==> config.mk <==
export PLATFORM = sky130hd
export DESIGN_NAME = ifu_prefetch
export DESIGN_NICKNAME = d
export VERILOG_FILES = /design/src/rtl/npc_pkg.sv /design/src/rtl/ifu_pf_queue.sv /design/src/rtl/ifu_prefetch.sv
export SDC_FILE = /design/constraint.sdc
export NUM_CORES = 1
export LEC_CHECK = 0
export ABC_CLOCK_PERIOD_IN_PS = 16610
export CORE_ASPECT_RATIO = 0.9
export CORE_MARGIN = 2
export CORE_UTILIZATION = 40
export DETAILED_ROUTE_END_ITERATION = 8
export PLACE_DENSITY = 0.61
export SYNTH_ARGS = -nofsm -noshare
export SYNTH_HDL_FRONTEND = slang
export SYNTH_SLANG_ARGS = --single-unit
==> constraint.sdc <==
create_clock -name clk -period 16.61 [get_ports clk]
set_input_delay 3.322 -clock clk [delete_from_list [all_inputs] [get_ports clk]]
set_output_delay 3.322 -clock clk [all_outputs]
set_load 0.05 [all_outputs]
==> src/rtl/npc_pkg.sv <==
// Shared fetch-path definitions: widths, default reset PC and the prefetch entry layout.
package npc_pkg;

   localparam int unsigned     XLEN             = 64;
   localparam int unsigned     ILEN             = 32;
   localparam logic [XLEN-1:0] RESET_PC_DEFAULT = 64'h8000_0000;

   typedef struct packed {
      logic [XLEN-1:0] pc;
      logic [ILEN-1:0] inst;
      logic            filled;
   } fetch_entry_t;

endpackage

==> src/rtl/ifu_pf_queue.sv <==
// In-order prefetch ring: entries are allocated at request time, filled by responses
// in request order and popped by decode. Pointers carry an extra wrap bit.
module ifu_pf_queue #(
   parameter int unsigned  XLEN  = 64,
   parameter int unsigned  DEPTH = 4,
   localparam int unsigned PW    = $clog2(DEPTH) + 1
) (
   input  logic                     clk,
   input  logic                     rst,
   input  logic                     flush,
   input  logic                     alloc,
   input  logic [XLEN-1:0]          alloc_pc,
   input  logic                     fill,
   input  logic [npc_pkg::ILEN-1:0] fill_inst,
   input  logic                     pop,
   output logic [PW-1:0]            count,
   output logic [PW-1:0]            outstanding,
   output logic                     head_valid,
   output logic [npc_pkg::ILEN-1:0] head_inst,
   output logic [XLEN-1:0]          head_pc
);

   import npc_pkg::*;

   localparam int unsigned IW = PW - 1;

   fetch_entry_t  ring_q [DEPTH];
   fetch_entry_t  ring_d [DEPTH];
   logic [PW-1:0] alloc_ptr_q, alloc_ptr_d;
   logic [PW-1:0] fill_ptr_q, fill_ptr_d;
   logic [PW-1:0] head_ptr_q, head_ptr_d;
   logic [IW-1:0] alloc_idx, fill_idx, head_idx;

   assign alloc_idx   = alloc_ptr_q[IW-1:0];
   assign fill_idx    = fill_ptr_q[IW-1:0];
   assign head_idx    = head_ptr_q[IW-1:0];
   assign count       = alloc_ptr_q - head_ptr_q;
   assign outstanding = alloc_ptr_q - fill_ptr_q;

   assign head_valid = ring_q[head_idx].filled && (count != '0);
   assign head_inst  = ring_q[head_idx].inst;
   assign head_pc    = ring_q[head_idx].pc;

   // Alloc never targets the fill or head slot: that would need count == DEPTH,
   // in which case no request can be accepted.
   always_comb begin
      ring_d      = ring_q;
      alloc_ptr_d = alloc_ptr_q;
      fill_ptr_d  = fill_ptr_q;
      head_ptr_d  = head_ptr_q;
      if (flush) begin
         alloc_ptr_d = '0;
         fill_ptr_d  = '0;
         head_ptr_d  = '0;
         for (int unsigned i = 0; i < DEPTH; i++) begin
            ring_d[i].filled = 1'b0;
         end
      end else begin
         if (alloc) begin
            ring_d[alloc_idx].pc     = alloc_pc;
            ring_d[alloc_idx].filled = 1'b0;
            alloc_ptr_d              = alloc_ptr_q + 1'b1;
         end
         if (fill) begin
            ring_d[fill_idx].inst   = fill_inst;
            ring_d[fill_idx].filled = 1'b1;
            fill_ptr_d              = fill_ptr_q + 1'b1;
         end
         if (pop) begin
            head_ptr_d = head_ptr_q + 1'b1;
         end
      end
   end

   always_ff @(posedge clk or posedge rst) begin
      if (rst) begin
         alloc_ptr_q <= '0;
         fill_ptr_q  <= '0;
         head_ptr_q  <= '0;
         for (int unsigned i = 0; i < DEPTH; i++) begin
            ring_q[i] <= '0;
         end
      end else begin
         alloc_ptr_q <= alloc_ptr_d;
         fill_ptr_q  <= fill_ptr_d;
         head_ptr_q  <= head_ptr_d;
         ring_q      <= ring_d;
      end
   end

endmodule

==> src/rtl/ifu_prefetch.sv <==
// Instruction-fetch front end: sequential prefetch into an in-order queue, with redirect
// flushing the queue and discarding responses still in flight.
module ifu_prefetch #(
   parameter int unsigned     XLEN     = npc_pkg::XLEN,
   parameter int unsigned     DEPTH    = 4,
   parameter logic [XLEN-1:0] RESET_PC = npc_pkg::RESET_PC_DEFAULT
) (
   input  logic                     clk,
   input  logic                     rst,
   input  logic                     redirect_valid,
   input  logic [XLEN-1:0]          redirect_pc,
   output logic                     imem_req_valid,
   input  logic                     imem_req_ready,
   output logic [XLEN-1:0]          imem_req_addr,
   input  logic                     imem_resp_valid,
   input  logic [npc_pkg::ILEN-1:0] imem_resp_data,
   output logic                     inst_valid,
   input  logic                     inst_ready,
   output logic [npc_pkg::ILEN-1:0] inst,
   output logic [XLEN-1:0]          inst_pc
);

   import npc_pkg::*;

   localparam int unsigned PW      = $clog2(DEPTH) + 1;
   localparam logic [PW:0] DEPTH_W = DEPTH[PW:0];

   logic [XLEN-1:0] fetch_pc_q, fetch_pc_d;
   logic [PW-1:0]   drop_cnt_q, drop_cnt_d;
   logic [PW-1:0]   count, outstanding;
   logic [PW:0]     occupancy;
   logic            req_hs, resp_fill, deliver;
   logic [ILEN-1:0] head_inst;

   // Slots still owed to the memory for discarded responses count as occupied.
   assign occupancy      = {1'b0, count} + {1'b0, drop_cnt_q};
   assign imem_req_valid = !rst && (occupancy < DEPTH_W);
   assign imem_req_addr  = fetch_pc_q;
   assign req_hs         = imem_req_valid && imem_req_ready;
   assign resp_fill      = imem_resp_valid && (drop_cnt_q == '0);
   assign deliver        = inst_valid && inst_ready;
   assign inst           = head_inst;

   ifu_pf_queue #(
      .XLEN  (XLEN),
      .DEPTH (DEPTH)
   ) u_queue (
      .clk         (clk),
      .rst         (rst),
      .flush       (redirect_valid),
      .alloc       (req_hs),
      .alloc_pc    (fetch_pc_q),
      .fill        (resp_fill),
      .fill_inst   (imem_resp_data),
      .pop         (deliver),
      .count       (count),
      .outstanding (outstanding),
      .head_valid  (inst_valid),
      .head_inst   (head_inst),
      .head_pc     (inst_pc)
   );

   always_comb begin
      fetch_pc_d = fetch_pc_q;
      drop_cnt_d = drop_cnt_q;
      if (redirect_valid) begin
         fetch_pc_d = {redirect_pc[XLEN-1:2], 2'b00};
         // Everything still owed by memory after this cycle becomes a discard.
         drop_cnt_d = outstanding + drop_cnt_q + {{(PW-1){1'b0}}, req_hs}
                      - {{(PW-1){1'b0}}, imem_resp_valid};
      end else begin
         if (req_hs) begin
            fetch_pc_d = fetch_pc_q + {{(XLEN-3){1'b0}}, 3'd4};
         end
         if (imem_resp_valid && (drop_cnt_q != '0)) begin
            drop_cnt_d = drop_cnt_q - 1'b1;
         end
      end
   end

   always_ff @(posedge clk or posedge rst) begin
      if (rst) begin
         fetch_pc_q <= RESET_PC;
         drop_cnt_q <= '0;
      end else begin
         fetch_pc_q <= fetch_pc_d;
         drop_cnt_q <= drop_cnt_d;
      end
   end

   resp_has_owner: assert property (@(posedge clk) disable iff (rst)
      imem_resp_valid |-> ((outstanding != '0) || (drop_cnt_q != '0)));

endmodule
==> impl_metrics.csv <==
group,metric,value,unit
run_status,run_status,"finished clean",
place,place.gp.congestion,0.746,
timing,finClkSkew,0.0267,ns
worst_setup_path,critical_path.startpoint_type,"primary input",
pwr,switching_power,0.00132,W
worst_setup_path,worstSetupPathType,"primary input to primary output",
detailed_routing,postRouteAntennaNets,0,
timing,hold_viol,0,
yosys,post_synthesis_cell_type_with_the_largest_combined_area,"sky130_fd_sc_hd__dfrtp_1",
yosys,synthCells,1478,
cts,ctsResizeCount,0,
yosys,post_synth_most_frequent_cells,"sky130_fd_sc_hd__dfrtp_1 (453), sky130_fd_sc_hd__mux2_2 (349), sky130_fd_sc_hd__mux4_2 (95), sky130_fd_sc_hd__nand2_1 (62), sky130_fd_sc_hd__nor2_1 (50)",
detailed_routing,route.vias.total,13100,
pwr,seq_power_share,39.0,%
cts,cts_setup_buffers,0,
worst_setup_path,timing.critical_path.slowest_cell_delay,0.88,ns
timing,achievable-frequency,113,MHz
yosys,synth_seq_area_share,54.2,%
yosys,netlist-cell-type-count,49,
yosys,yosys.cell_count.top_type,"sky130_fd_sc_hd__dfrtp_1",
worst_setup_path,timing.critical_path.fanout_max,4,
yosys,yosysWarningCount,0,
pwr,power_leakage,11.3,nW
timing,tightest_slew,1.13,ns
die,start_util,40.5,%
cts,cts_hold_buffers,0,
yosys,dominantRegCellSynth,"sky130_fd_sc_hd__dfrtp_1",
worst_setup_path,path_cells,"clkdlybuf4s50_1, or4_4, nor2_1, clkdlybuf4s50_1",
finish,multi_input_comb_area,0.00906,mm2
finish,drive_gt1_share,32.0,%
place,buffer_ports.inserted,257,
finish,seq_area,0.0114,mm2
min_path,timing.hold.worst.class,"register to register",
detailed_routing,wl_per_cell,21.8,um
die,fp-row-count,79,
cts,clk-insertion-delay-late,0.60,ns
timing,share_of_the_clock_period_used_by_the_worst_path_after_layout,53.5,%
global_routing,globalRouteOverflowTotal,0,
yosys,yosys.area.top_type_share,54.0,%
timing,timing.final.setup_violations,0,
global_routing,grt_max_degree,117,
global_routing,antenna_found_initial,1,
pwr,power.share.clock,26.8,%
cts,clkSinkCount,454,
die,die_y,221,um
detailed_routing,first_pass_drt_iterations,5,
global_routing,globalRouteTotalUtil,19.6,%
place,dpl.hpwl,33.1,mm
place,preCtsSetupSlack,7.70,ns
cts,cts_root_buffer,"sky130_fd_sc_hd__clkbuf_16",
global_routing,vias_in_the_first_global_route,13800,
detailed_routing,remaining_drc_errors,0,
die,ios,264,
pwr,cellInternalPower,0.00246,W
cts,worst_setup_hold_path_clk_slew,0.06,ns
worst_setup_path,reg2reg_setup_slack,10.79,ns
finish,fillCellCount,4543,
pwr,cellPowerDensity,148,mW/mm2
yosys,number_of_enable_type_register_cells_in_the_synthesized_netlist,0,
worst_setup_path,cp.required,13.29,ns
timing,drv_slew,0,
detailed_routing,totalWireLength,52.5,mm
cts,tritoncts,"yes",
cts,cts_made_buffers,48,
detailed_routing,average_via_count_per_standard_cell,5.44,
global_routing,first_pass_grt_wire_length,83.0,mm
die,fp.coreArea,0.0518,mm2
timing,final.min_clock_period,8.88,ns
cts,ctsHtreeMaxLevel,2,
die,fp.dieArea,0.0543,mm2
pwr,power.ir.vdd_worst,0.0969,mV
pwr,combinational_share_of_power,34.2,%
timing,tns,0,ns
die,dieWidth,245,um
timing,max_slew_margin,24.7,%
yosys,async_reset_ff_share,100,%
timing,fin_ws,7.73,ns
worst_setup_path,critPathCaptureType,"primary output",
cts,cts_buffer_depth,3,
yosys,avgSynthCellArea,14.2,um2
detailed_routing,dr.first_iter.drc_count,921,
pwr,switching_share_of_power,34.9,%
finish,nNetsFinal,1813,
yosys,ys_seq_elements,454,
worst_setup_path,cp_common_cell,"sky130_fd_sc_hd__clkdlybuf4s50_1",
timing,grt_setup_unrepaired,"no",
worst_setup_path,critPathArrivalTime,5.56,ns
finish,area_delta_synth_final,21.9,%
yosys,synth_top_cells_by_area,"sky130_fd_sc_hd__dfrtp_1 (54%), sky130_fd_sc_hd__mux2_2 (19%), sky130_fd_sc_hd__mux4_2 (10%)",
yosys,post_synth_instance_area,0.0210,mm2
run,drv_cap,0,
worst_setup_path,crit_path_top_delay_cell,"sky130_fd_sc_hd__clkdlybuf4s50_1",
[critical path: cells and delay by family]
family                 cells  cell delay (ns)
buffers and inverters      2             1.44
AND/OR/NAND/NOR            2             0.78
[power by group through the flow]
stage          Sequential [W]  Clock (W)  Combinational, W
6_report              0.00148    0.00101           0.00129
5_1_grt               0.00151    0.00109           0.00136
4_1_cts               0.00148    0.00105           0.00131
3_5_place_dp          0.00149          0           0.00131
3_3_place_gp          0.00148          0           0.00129
2_1_floorplan         0.00149          0          0.000891
[sequential cells by signal, indices dropped and copies added (netlist names)]
signal	flops
u_queue.fill_ptr_q	3
drop_cnt_q	3
u_queue.ring_q	380
imem_req_addr	62
u_queue.head_ptr_q	3
u_queue.alloc_ptr_q	3
[stage by stage]
stage,power [W],utilization [%],std cells,hold slack (ns),area [um2]
5_1_grt,0.00396,49.4,2410,0.500,25600
3_5_place_dp,0.00280,46.5,2328,0.477,24100
3_3_place_gp,0.00277,46.5,2328,0.468,24100
6_report,0.00378,49.4,2410,0.486,25600
2_1_floorplan,0.00238,-,1481,0.459,21000
4_1_cts,0.00383,49.3,2409,0.490,25600
[cell type report]
| class | count | area share (%) |
|---|---|---|
| multi-input cells | 890 | 35.5 |
| repair buffers | 276 | 10.6 |
| well taps | 688 | 3.37 |
| flip-flops and latches | 454 | 44.5 |
| diodes | 1 | 0.00979 |
| clock buffers | 71 | 5.43 |
| inverters | 20 | 0.323 |
| clock inverters | 10 | 0.323 |
[placed cells by master (no fill, tap or decap), types with 4 or more instances in the layout]
cell type	count
sky130_fd_sc_hd__nand2_1	62
sky130_fd_sc_hd__clkdlybuf4s50_1	256
sky130_fd_sc_hd__dfrtp_1	451
sky130_fd_sc_hd__nand4_1	34
sky130_fd_sc_hd__xor2_1	22
sky130_fd_sc_hd__and3_1	8
sky130_fd_sc_hd__mux2_1	29
sky130_fd_sc_hd__nor2_1	50
sky130_fd_sc_hd__nor4_1	8
sky130_fd_sc_hd__mux4_2	95
sky130_fd_sc_hd__conb_1	4
sky130_fd_sc_hd__or4_1	15
sky130_fd_sc_hd__xnor2_1	15
sky130_fd_sc_hd__mux2_2	349
sky130_fd_sc_hd__fa_1	6
sky130_fd_sc_hd__ha_1	15
sky130_fd_sc_hd__buf_4	19
sky130_fd_sc_hd__clkbuf_8	10
sky130_fd_sc_hd__and2_1	7
sky130_fd_sc_hd__clkbuf_16	48
sky130_fd_sc_hd__clkbuf_1	13
sky130_fd_sc_hd__o31ai_1	13
sky130_fd_sc_hd__a31oi_1	31
sky130_fd_sc_hd__nand3_1	27
sky130_fd_sc_hd__or3_1	17
sky130_fd_sc_hd__clkinv_2	6
sky130_fd_sc_hd__o21ai_0	45
sky130_fd_sc_hd__a32o_1	4
sky130_fd_sc_hd__nand2_4	4
sky130_fd_sc_hd__inv_1	18
[final timing paths]
path / start / end / depth (start not counted)
max: rst / imem_req_valid / 4
min: u_queue.ring_q[41]$_DFFE_PP0P_ / u_queue.ring_q[41]$_DFFE_PP0P_ / 1
max reg2reg: u_queue.head_ptr_q[0]$_DFFE_PP0P_ / drop_cnt_q[2]$_DFFE_PP0P_ / 14
min reg2reg: u_queue.ring_q[41]$_DFFE_PP0P_ / u_queue.ring_q[41]$_DFFE_PP0P_ / 1
max in group asynchronous: rst / u_queue.ring_q[218]$_DFFE_PP0P_ / 4
min in group asynchronous: rst / u_queue.fill_ptr_q[2]$_DFFE_PP0P_ / 2
[kinds of logic after synthesis]
group / count (synthesis) / share of synthesized area, %
muxes: 476 / 30.6
DFF: 454 / 54.2
and+or+nand+nor: 248 / 6.27
buffers and inverters: 137 / 2.79
AOI/OAI and AO/OA: 103 / 2.99
xor gates and xnor gates: 38 / 1.65
adders and majority gates: 21 / 1.47
other: 1 / 0.0179
[metal layers]
metal  wire (um)  track usage [%]  vias up
li1            -                -     5885
met1       23500             27.4     6904
met2       25600             32.1      273
met3        2460             3.00       54
met4         958             4.95        0
met5           0                0        -
Power figures use the tool's default switching activity.
